File: config.mk
export PLATFORM = sky130hd
export DESIGN_NAME = sid_slot_sched
export DESIGN_NICKNAME = d
export VERILOG_FILES = /design/src/rtl/sid_slot_sched.sv
export SDC_FILE = /design/constraint.sdc
export NUM_CORES = 1
export LEC_CHECK = 0
export CORE_MARGIN = 3
export CORE_UTILIZATION = 48
export CTS_CLUSTER_DIAMETER = 100
export DETAILED_ROUTE_END_ITERATION = 10
export HOLD_SLACK_MARGIN = 0.12
export PLACE_DENSITY = 0.87
export SYNTH_ARGS = -nofsm -noshare
export SYNTH_HDL_FRONTEND = slang
export SYNTH_SLANG_ARGS = --single-unit
File: constraint.sdc
create_clock -name clk -period 2.5 [get_ports clk]
set_clock_uncertainty 0.2 [all_clocks]
set_input_delay 0.5 -clock clk [delete_from_list [all_inputs] [get_ports clk]]
set_output_delay 0.5 -clock clk [all_outputs]
set_load 0.03 [all_outputs]
File: src/rtl/sid_slot_sched.sv
`default_nettype none
// ============================================================================
// sid_slot_sched : per-tick slot scheduler sharing one table unit and one filter
//                  datapath across up to four SID instances.   rev 1.0
// ============================================================================
module sid_slot_sched #(
  parameter int CHIPS   = 2,
  parameter int TBL_LAT = 2,
  parameter int FLT_CYC = 8
) (
  input  logic             clk,
  input  logic             reset,
  input  logic             ce_1m,
  input  logic [CHIPS-1:0] chip_en,
  output logic             tbl_req,
  output logic [1:0]       tbl_chip,
  output logic [1:0]       tbl_voice,
  output logic             tbl_cap,
  output logic [1:0]       cap_chip,
  output logic [1:0]       cap_voice,
  output logic             flt_active,
  output logic             flt_start,
  output logic [3:0]       flt_state,
  output logic [1:0]       flt_chip,
  output logic             audio_cap,
  output logic             busy,
  output logic             done,
  output logic             overrun
);

  localparam logic [1:0] S_IDLE = 2'd0;
  localparam logic [1:0] S_TBL  = 2'd1;
  localparam logic [1:0] S_FLT  = 2'd2;
  localparam logic [1:0] S_FIN  = 2'd3;
  localparam logic [3:0] FLT_LAST = 4'(FLT_CYC - 1);

  logic [1:0]         state_q, state_d;
  logic [CHIPS-1:0]   en_q, en_d;
  logic [CHIPS-1:0]   rem_q, rem_d;
  logic [1:0]         voice_q, voice_d;
  logic               ph_q, ph_d;
  logic [3:0]         fstate_q, fstate_d;
  logic               overrun_q, overrun_d;
  logic [TBL_LAT-1:0]      pv_q, pv_d;
  logic [TBL_LAT-1:0][1:0] pc_q, pc_d;
  logic [TBL_LAT-1:0][1:0] pw_q, pw_d;

  logic             req;
  logic [1:0]       req_chip;
  logic [1:0]       req_voice;
  logic [1:0]       cur_chip;
  logic [CHIPS-1:0] rem_next;
  logic             pend;

  // Lowest set bit of the remaining mask is the chip currently being served.
  function automatic logic [1:0] lowest(input logic [CHIPS-1:0] m);
    lowest = 2'd0;
    for (int i = CHIPS - 1; i >= 0; i--) begin
      if (m[i]) lowest = i[1:0];
    end
  endfunction

  assign cur_chip  = lowest(rem_q);
  assign rem_next  = rem_q & (rem_q - CHIPS'(1));
  assign req       = (state_q == S_TBL) && !ph_q && (rem_q != '0);
  assign req_chip  = req ? cur_chip : 2'd0;
  assign req_voice = req ? voice_q : 2'd0;

  always_ff @(posedge clk) begin
    if (reset) begin
      state_q   <= S_IDLE;
      en_q      <= '0;
      rem_q     <= '0;
      voice_q   <= 2'd0;
      ph_q      <= 1'b0;
      fstate_q  <= 4'd0;
      overrun_q <= 1'b0;
      pv_q      <= '0;
      pc_q      <= '0;
      pw_q      <= '0;
    end else begin
      state_q   <= state_d;
      en_q      <= en_d;
      rem_q     <= rem_d;
      voice_q   <= voice_d;
      ph_q      <= ph_d;
      fstate_q  <= fstate_d;
      overrun_q <= overrun_d;
      pv_q      <= pv_d;
      pc_q      <= pc_d;
      pw_q      <= pw_d;
    end
  end

  always_comb begin
    state_d   = state_q;
    en_d      = en_q;
    rem_d     = rem_q;
    voice_d   = voice_q;
    ph_d      = ph_q;
    fstate_d  = fstate_q;
    overrun_d = overrun_q;
    pv_d      = '0;
    pc_d      = '0;
    pw_d      = '0;
    pend      = 1'b0;

    pv_d[0] = req;
    pc_d[0] = req_chip;
    pw_d[0] = req_voice;
    for (int i = 1; i < TBL_LAT; i++) begin
      pv_d[i] = pv_q[i-1];
      pc_d[i] = pc_q[i-1];
      pw_d[i] = pw_q[i-1];
    end
    // Captures still queued behind the one at the head of the delay line.
    for (int i = 0; i < TBL_LAT - 1; i++) begin
      pend = pend | pv_q[i];
    end

    case (state_q)
      S_TBL: begin
        ph_d = ~ph_q;
        if (req) begin
          if (voice_q == 2'd2) begin
            voice_d = 2'd0;
            rem_d   = rem_next;
          end else begin
            voice_d = voice_q + 2'd1;
          end
        end
        if (pv_q[TBL_LAT-1] && (rem_q == '0) && !pend) begin
          state_d  = S_FLT;
          rem_d    = en_q;
          fstate_d = 4'd0;
        end
      end
      S_FLT: begin
        if (fstate_q == FLT_LAST) begin
          fstate_d = 4'd0;
          rem_d    = rem_next;
          if (rem_next == '0) state_d = S_FIN;
        end else begin
          fstate_d = fstate_q + 4'd1;
        end
      end
      S_FIN:   state_d = S_IDLE;
      default: state_d = S_IDLE;
    endcase

    // A tick always (re)starts a sequence, discarding anything in flight.
    if (ce_1m) begin
      overrun_d = overrun_q | (state_q != S_IDLE);
      en_d      = chip_en;
      rem_d     = chip_en;
      voice_d   = 2'd0;
      ph_d      = 1'b0;
      fstate_d  = 4'd0;
      pv_d      = '0;
      pc_d      = '0;
      pw_d      = '0;
      state_d   = (chip_en != '0) ? S_TBL : S_FIN;
    end
  end

  always_comb begin
    tbl_req    = req;
    tbl_chip   = req_chip;
    tbl_voice  = req_voice;
    tbl_cap    = pv_q[TBL_LAT-1];
    cap_chip   = pc_q[TBL_LAT-1];
    cap_voice  = pw_q[TBL_LAT-1];
    flt_active = (state_q == S_FLT);
    flt_state  = flt_active ? fstate_q : 4'd0;
    flt_chip   = flt_active ? cur_chip : 2'd0;
    flt_start  = flt_active && (fstate_q == 4'd0);
    audio_cap  = flt_active && (fstate_q == FLT_LAST);
    busy       = (state_q == S_TBL) || (state_q == S_FLT);
    done       = (state_q == S_FIN);
    overrun    = overrun_q;
  end

endmodule
`default_nettype wire
**After elaboration in Yosys (flattened, before gate mapping)**

Cells that the tools add are included.

- Bits in registers: 24
- Input bits: 5
- Output and inout port bits: 22
- Word-level logic and storage cells: 73

- Reduce and logical (&&, ||, !) cells: 22
- Bitwise gates (word level): 3
- Add/sub/neg operators: 3
- Mux-type cells: 22
- Equal/unequal tests: 11

Operators by type and width:

| operator | number |
|---|---|
| $mux W2 | 14 |
| $mux W4 | 3 |
| $ne A3 B2 Y1 const B | 3 |
| $pmux W2 S2 | 2 |
| $pmux W4 S2 | 1 |
| $reduce_bool A2 Y1 | 4 |
| $eq A2 B2 Y1 const B | 3 |
| $logic_and A1 B1 Y1 | 6 |
| $add A4 B1 Y4 const B | 1 |
| $eq A4 B3 Y1 const B | 1 |
| $logic_not A2 Y1 | 2 |
| $logic_not A4 Y1 | 1 |
| $ne A4 B2 Y1 const B | 1 |
| $ne A4 B3 Y1 const B | 1 |
| $reduce_and A2 Y1 | 2 |
| $reduce_and A4 Y1 | 1 |
| $reduce_and A3 Y1 | 1 |
| $reduce_bool A3 Y1 | 1 |
| $add A2 B1 Y2 const B | 1 |
| $and A2 B2 Y2 | 1 |
| $eq A2 B1 Y1 const B | 1 |
| $logic_not A1 Y1 | 2 |
| $mux W1 | 2 |
| $ne A2 B1 Y1 const B | 1 |
| other kinds (5) | 5 |

**Depth between registers and ports, before layout**

Gate-level depths: netlist (run 1).

- Word-level depth: 7
- Mapped depth: 6
- Gate-level depth less buffers: 6

**Worst setup path before layout (run 1)**

OpenSTA, ideal clock, no wires.

- Path kind: register to output
- Start: register state_q[0]
- End: output flt_start
- Cell stages (with the launch flop): 6
- Setup slack: 41 ps
- Arrival: 1759 ps
- Path buffers: 1
- Data required time: 1800 ps
- Path through: dfxtp_1 -> inv_1 -> ha_1 -> clkbuf_1 -> nand2_1 -> nor3_1

- Word-level cells in the longest chain between the ends: 2

Ends and longest elaborated chain:

| element | line | text |
|---|---|---|
| start: declaration | 37 | `logic [1:0] state_q, state_d;` |
| start signal: assignment | 82 | `state_q <= state_d;` |
| $eq A2 B2 Y1 | 173 | `flt_active = (state_q == S_FLT);` |
| net flt_active | 21 | `output logic flt_active,` |
| $logic_and A1 B1 Y1 | 176 | `flt_start = flt_active && (fstate_q == 4'd0);` |
| end: declaration | 22 | `output logic flt_start,` |

The timed path passes the listed nets, and every way through them passes these cells.

**Worst setup path after layout (run 1)**

- Start: register state_q[0]
- End: output tbl_voice[1]

- Word-level cells in the longest chain between the ends: 4

Ends and longest elaborated chain:

| element | line | text |
|---|---|---|
| $eq A2 B1 Y1 | 65 | `assign req = (state_q == S_TBL) && !ph_q && (rem_q != '0);` |
| $logic_and A1 B1 Y1 (2 in series) | 65 |  |
| $mux W2 | 67 | `assign req_voice = req ? voice_q : 2'd0;` |
| end: declaration | 17 | `output logic [1:0] tbl_voice,` |

No other way between the ends.

==> results.env, run 1 <==
STATUS='completed'
DIE_AREA_MM2=0.002940
WORST_SETUP_PATH_START_KIND='register'
SLOWEST_STAGE='sky130_fd_sc_hd__dfxtp_1'
DRT.ANTENNA.VIOLATING_NETS=0
DRC=0
SYN_AREA_MM2=0.001116
ANTENNA_FOUND_INITIAL=0
WORST_SKEW_LATE_LATENCY_NS=0.32
SLOWEST_DELAY_NS=0.46
ROUTED-VIA-COUNT=985
SYNTH.DISTINCT_CELLS=37
HTREEDEPTH=1
DESIGN_AREA_MM2=0.001430
INITIALDRTVIOLATIONCOUNT=14
MULTIINPUTGATEAREA_UM2=615.6
POWER_SWITCHING_SHARE_PCT=25.43
CTS.PATH.MAX_BUFFERS=2
SYNTH.LARGEST_AREA_CELL='sky130_fd_sc_hd__dfxtp_1'
GLOBALROUTETOTALUTIL_PCT=18.65
FINALWEIGHTEDCONGESTION=0.8313
FINAL_UTIL_PCT=68.69
IRDROPWORSTVDD_mV=0.4527
IO_PINS=27
WORSTPATHREQUIRED_NS=1.80
GRT_FIRST_PASS_WIRELENGTH_UM=3912
MAXSLEWVIOLCOUNT=0
CP-END-KIND='output pin'
FIN_TNS_SETUP_NS=0
POWER.NET_SWITCHING_W=0.0001941
DIE_X_UM=54.22
INITIAL_CORE_UTIL_PCT=53.61
MAX_CAP_VIOLATIONS=0
NNETSFINAL=168
POST_DRT_VIA_CELL_RATIO=5.383
N_FILL_CELL=164
CTS_TREE='done'
CRIT_SHARE_POST_ROUTE_PCT=97.34
FF_LATCH_AREA_UM2=440.4
POWER_FRAC_COMB_PCT=15.5
WORST_PATH_ARRIVAL_TIME_NS=1.73
CTS-BUFFERS-INSERTED=3
DP_HPWL_UM=1777
N_ANTENNA_CELL=0
POSTSYNTHREGISTERBITS=22
SYNTH_LARGEST_TYPE_AREA_FRACTION_PCT=39.46
WORST_PATH_DOMINANT_CELL_FAMILY='simple AND/OR/NAND/NOR gates'
TIMING.FINAL.CRIT_PERIOD_NS=2.433
MAXIMUM_NUMBER_OF_PINS_ON_ONE_NET_BEFORE_GLOBAL_ROUTE_REPAIR=14
POSTROUTEWIRELENGTH_UM=2374
POWER.LEAKAGE_nW=0.5932
GRT_PASS1_VIAS=927
SYNTH_AREA_PER_CELL_UM2=8.455
CRITICAL_PATH_PEAK_FANOUT=5
CLOCK-ROOT-BUFFER='sky130_fd_sc_hd__clkbuf_4'
DRT_PASS1_ITERATIONS=4
NUMBER_OF_SINKS_DRIVEN_BY_THE_CLOCK_TREE=22
CLOCK_POWER_SHARE_PCT=36.2
MAXCLOCKFREQUENCY_GHz=0.4110
GRT_OVERFLOW_TOTAL=0
SEQ_AREA_FRAC_SYNTH_PCT=39.46
SETUP.WORST_PATH.CLASS='reg -> out'
PLACEABLECOREAREA_MM2=0.002082
SEQPWRFRAC_PCT=48.4
HOLD_VIOL_FINAL=0
MOST_FREQUENT_STANDARD_CELL_IN_THE_LAYOUT_EXCLUDING_FILL_AND_TAP_CELLS='sky130_fd_sc_hd__dfxtp_1'
NUM_ROWS=16
TIMING.HOLD.WORST.CLASS='reg -> reg'
LAYOUT_COMMON_CELLS='sky130_fd_sc_hd__dfxtp_1, sky130_fd_sc_hd__nor2_1, sky130_fd_sc_hd__a21oi_1'
PATH_CELLS='ha_4, nand2b_4, or2_4, inv_1, and2_1, buf_4'
PLACE.PORT_BUFFERS=23
WIRE_PER_INST_UM=12.97
CTS.CLK_SLEW.WORST_PATHS_NS=0.12
CRITICAL_PATH_BUF_INV_COUNT=2
INTERNAL-POWER_W=0.0005694
SYN2LAYOUT_AREA_GROWTH_PCT=28.14
DPL-INSTANCE-AREA_MM2=0.001340
YOSYSWARNINGCOUNT=0
POST_SYNTH_INST_COUNT=132
POWER_DENSITY_mW_PER_MM2=533.9
SETUP_VIOL=0
POST_ROUTE_CELLS_DRIVE_ABOVE_1_SHARE_PCT=17.31
SYNTH_TOP_CELLS_BY_AREA='sky130_fd_sc_hd__dfxtp_1, sky130_fd_sc_hd__ha_1, sky130_fd_sc_hd__and2_1'
DIE_HEIGHT_UM=54.22
## worst register-to-register path, stage by stage (launching register included)
cell and delay [ns]:
sky130_fd_sc_hd__dfxtp_1 0.38, sky130_fd_sc_hd__or4b_1 0.59, sky130_fd_sc_hd__nand2_1 0.21, sky130_fd_sc_hd__o32a_1 0.25, sky130_fd_sc_hd__mux2_1 0.32
## stage by stage
step | worst slack, ns | std cells | power, W | hold slack [ns]
2_1_floorplan | 0.04122 | 134 | 0.0004533 | 0.2057
5_1_grt | -0.007110 | 183 | 0.0007973 | 0.2659
3_3_place_gp | 0.1001 | 177 | 0.0004835 | 0.2080
6_report | 0.06662 | 183 | 0.0007635 | 0.2468
3_5_place_dp | 0.01308 | 177 | 0.0004867 | 0.2189
4_1_cts | 0.04238 | 181 | 0.0007606 | 0.2488
## routing by layer
metal / vias to the layer above / wire length (um) / track usage (%)
li1: 486 / - / -
met1: 467 / 1004 / 21.18
met2: 23 / 1218 / 30.08
met3: 9 / 93 / 5.450
met4: 0 / 57 / 12.45
met5: - / 0 / 0
## Yosys cell counts, drive strengths merged
master and number:
dfxtp 22, a21oi 12, nor2 12, and2 11
inv 10, nand2 8, buf 7, ha 6
clkbuf 4, nand2b 4, o21ai 4, nor3b 3
and3 2, mux2 2, mux2i 2, nand3 2
nor2b 2, nor4b 2, or2 2, or3 2
a2111oi 1, a211oi 1, a21o 1, a311oi 1
a32oi 1, conb 1, nand3b 1, nand4 1
nor3 1, o2bb2ai 1, o31ai 1, o32a 1
or4b 1
## flip-flops by register name, indices dropped and copies added (netlist names)
signal,flops
fstate_q,4
cap_voice,2
en_q,2
pv_q,2
pw_q,2
rem_q,2
state_q,2
voice_q,2
cap_chip,1
overrun,1
pc_q,1
ph_q,1
## path summary, 6_finish.rpt
check	slack [ns]	depth (start not counted)	from	endpoint
setup / recovery	0.07	6	state_q[0]	tbl_voice[1]
hold / removal	0.25	1	pw_q[1]	cap_voice[1]
setup reg to reg	0.44	4	rem_q[0]	rem_q[0]
hold reg to reg	0.25	1	pw_q[1]	cap_voice[1]
## area by class of cell
cell class	count	area share, %
multi-input combinational	91	43.04
sequential	22	30.80
timing repair buffer	29	17.50
clock buffer	3	1.575
tap	27	2.362
inverter	10	2.625
clock inverter	1	2.100
## cells by family (layout without fill, tap and decap cells)
| group | count (synthesis) | after routing | synth area share, % |
|---|---|---|---|
| and+or+nand+nor | 54 | 54 | 26.68 |
| AOI/OAI and AO/OA | 24 | 24 | 13.79 |
| DFF | 22 | 22 | 39.46 |
| buffers and inverters | 21 | 43 | 9.192 |
| adders and majority gates | 6 | 6 | 6.726 |
| muxes | 4 | 4 | 3.812 |
| other | 1 | 3 | 0.3360 |
## power groups by stage
stage | clock network, W | logic (W) | registers (W)
after detailed placement | 0 | 0.000111 | 0.000376
final | 0.000276 | 0.000118 | 0.000369
after global routing | 0.000297 | 0.000130 | 0.000370
after global placement | 0 | 0.000108 | 0.000375
after floorplan | 0 | 0.0000769 | 0.000376
after CTS | 0.000279 | 0.000113 | 0.000368
## what timing repair did
action	CTS	global route
buffers inserted	0	2
resized for setup	18	6
pin swaps	0	0
setup endpoints to repair	11	7
hold buffers	0	0
Note: power is estimated with default switching activity, not from simulation.
==> inputs of run 2 (changes only) <==
CORE_MARGIN = 1   (was 3)
CTS_CLUSTER_SIZE = 20   (was not set)
==> run 2 against run 1 <==
Against the previous run: sequential share of layout area increased by 1.0 points; clock-buffer cell count increased by 1; via count decreased by 0.81%.
==> results.env, run 2 (synthesized netlist as in run 1, its figures left out) <==
STATUS='completed'
CRIT_SHARE_POST_ROUTE_PCT=97.43  # about the same
DRT_PASS1_ITERATIONS=4  # unchanged
MAXIMUM_NUMBER_OF_PINS_ON_ONE_NET_BEFORE_GLOBAL_ROUTE_REPAIR=13  # -1
NNETSFINAL=167  # -0.60%
HTREEDEPTH=1  # unchanged
FIN_TNS_SETUP_NS=0  # unchanged
CTS_HOLD_BUFFERS=0  # unchanged
MAX_CAP_VIOLATIONS=0  # unchanged
POWER.LEAKAGE_nW=0.5954  # +0.37%
POST_CTS_SETUP_BUFFER_COUNT=0  # unchanged
GRT_PASS1_VIAS=910  # -1.8%
INITIALDRTVIOLATIONCOUNT=28  # +14
HOLD_VIOL_FINAL=0  # unchanged
CRITICAL_PATH_PEAK_FANOUT=5  # unchanged
CRITICAL-PATH-TOP-CELL-BY-COUNT='sky130_fd_sc_hd__inv_1'
PATH_CELLS='inv_1, ha_2, nand2b_4, or2_4, inv_1, and2_1, buf_4'
DIE_X_UM=50.22  # -7.4%
ROUTED-VIA-COUNT=977  # -0.81%
WIRE_PER_INST_UM=13.08  # +0.80%
WORST_SETUP_PATH_START_KIND='register'
TIMING.HOLD.WORST.CLASS='reg -> reg'
SETUP_SLACK_OF_THE_WORST_REGISTER_TO_REGISTER_PATH_NS=0.43  # about the same
SLOWEST_STAGE='sky130_fd_sc_hd__dfxtp_1'
POWER_DENSITY_mW_PER_MM2=494.8  # -7.3%
GLOBALROUTETOTALUTIL_PCT=20.59  # +1.9 points
WORST_SKEW_LATE_LATENCY_NS=0.32  # about the same
CTS.CLK_SLEW.WORST_PATHS_NS=0.13  # about the same
WORST_PATH_DOMINANT_CELL_FAMILY='simple AND/OR/NAND/NOR gates'
SLOWEST_DELAY_NS=0.35  # -0.11 ns
PLACE.PORT_BUFFERS=23  # unchanged
LARGEST_REG_FLOPS=4  # unchanged
CP-END-KIND='output pin'
REGISTERS.TOP_BY_FF_COUNT='fstate_q'
SYN2LAYOUT_AREA_GROWTH_PCT=24.10
INITIAL_CORE_UTIL_PCT=50.45  # -3.2 points
CTS-BUFFERS-INSERTED=3  # unchanged
DRC=0  # unchanged
WORST_HOLD_MARGIN_NS=0.2372  # -0.009598 ns
N_ANTENNA_CELL=0  # unchanged
POST_ROUTE_CELLS_DRIVE_ABOVE_1_SHARE_PCT=14.19  # -3.1 points
NUMBER_OF_SINKS_DRIVEN_BY_THE_CLOCK_TREE=22  # unchanged
DIE_AREA_MM2=0.002522  # -14%
IRDROPWORSTVDD_mV=0.3866  # -15%
N_FILL_CELL=207  # +26%
PLACEABLECOREAREA_MM2=0.002212  # +6.2%
POST_DRT_VIA_CELL_RATIO=5.339  # -0.81%
SETUP.WORST_PATH.CLASS='reg -> out'
MOST_FREQUENT_STANDARD_CELL_IN_THE_LAYOUT_EXCLUDING_FILL_AND_TAP_CELLS='sky130_fd_sc_hd__dfxtp_1'
IO_PINS=27  # unchanged
CRITICAL_PATH_BUF_INV_COUNT=3  # +1
DP_HPWL_UM=1829  # +2.9%
SETUP_SLACK_NS=0.06437  # -0.002249 ns
CTS_TREE='done'
MAXCLOCKFREQUENCY_GHz=0.4106  # about the same
WORST_PATH_ARRIVAL_TIME_NS=1.74  # about the same
CLOCK-ROOT-BUFFER='sky130_fd_sc_hd__clkbuf_4'
CTS.PATH.MAX_BUFFERS=2  # unchanged
FINALWEIGHTEDCONGESTION=0.8640  # +3.9%
MAXSLEWVIOLCOUNT=0  # unchanged
SETUP_VIOL=0  # unchanged
GRT_FIRST_PASS_WIRELENGTH_UM=3877  # -0.89%
NUM_ROWS=17  # +1
DRT.ANTENNA.VIOLATING_NETS=0  # unchanged
TIMING.FINAL.CRIT_PERIOD_NS=2.436  # +0.002249 ns
PRE_CTS_WS_NS=0.1187  # +0.1056 ns
FINISH.CELL_COUNT_WITHOUT_FILLERS=183  # unchanged
PLACEDCELLCOUNT=179  # +1.1%
DIE_HEIGHT_UM=50.22  # -7.4%
ANTENNA_FOUND_INITIAL=0  # unchanged
LAYOUT_COMMON_CELLS='sky130_fd_sc_hd__dfxtp_1, sky130_fd_sc_hd__nor2_1, sky130_fd_sc_hd__a21oi_1'
GRT_OVERFLOW_TOTAL=0  # unchanged
POSTROUTEWIRELENGTH_UM=2393  # +0.80%
WORSTPATHREQUIRED_NS=1.80  # about the same
## run 2: report_power, final
group	internal, W	total, W	switching, W
registers	0.000360	0.000368	0.00000784
logic	0.0000461	0.000117	0.0000708
clock network	0.0000891	0.000201	0.000112
## run 2: timing repair
action / CTS / global route
cloned: 0 / 0
hold endpoints to repair: 0 / 0
resized for setup: 7 / 9
endpoints found under the setup margin: 7 / 6
## run 2: area by class of cell
| type | instances | area, um2 | area share, % |
|---|---|---|---|
| Clock buffer | 4 | 36.28 | 2.620 |
| Timing Repair Buffer | 28 | 242.7 | 17.52 |
| Multi-Input combinational cell | 91 | 593.1 | 42.82 |
| Tap cell | 28 | 35.03 | 2.529 |
| Sequential cell | 22 | 440.4 | 31.80 |
| Inverter | 10 | 37.54 | 2.710 |
## run 2: through the flow
stage | util [%] | power (W) | area [um2]
2_1_floorplan | - | 0.0004533 | 1124
3_3_place_gp | 60.97 | 0.0004861 | 1349
3_5_place_dp | 60.97 | 0.0004898 | 1349
4_1_cts | 62.22 | 0.0006809 | 1376
5_1_grt | 62.61 | 0.0007100 | 1385
6_report | 62.61 | 0.0006854 | 1385
## run 2: path summary, 6_finish.rpt
kind / from / endpoint / depth (start not counted)
setup / recovery: state_q[1] / tbl_voice[1] / 7
hold / removal: pw_q[0] / cap_voice[0] / 1
setup reg to reg: rem_q[0] / rem_q[0] / 4
hold reg to reg: pw_q[0] / cap_voice[0] / 1
## run 2: routing by layer
layer	routed length (um)	up-vias	global-route usage, %	share of wire [%]
met5	0	-	0	0
met4	27	0	9.524	1.1
met3	73	3	2.727	3.1
met2	1249	23	37.78	52
met1	1043	468	23.12	44
li1	-	483	-	-
==> inputs of run 3 (changes only) <==
SLEW_MARGIN = 15   (was not set)
==> results of run 3 <==
Same layout as run 2: the final DEF is identical, and so are final timing and power.
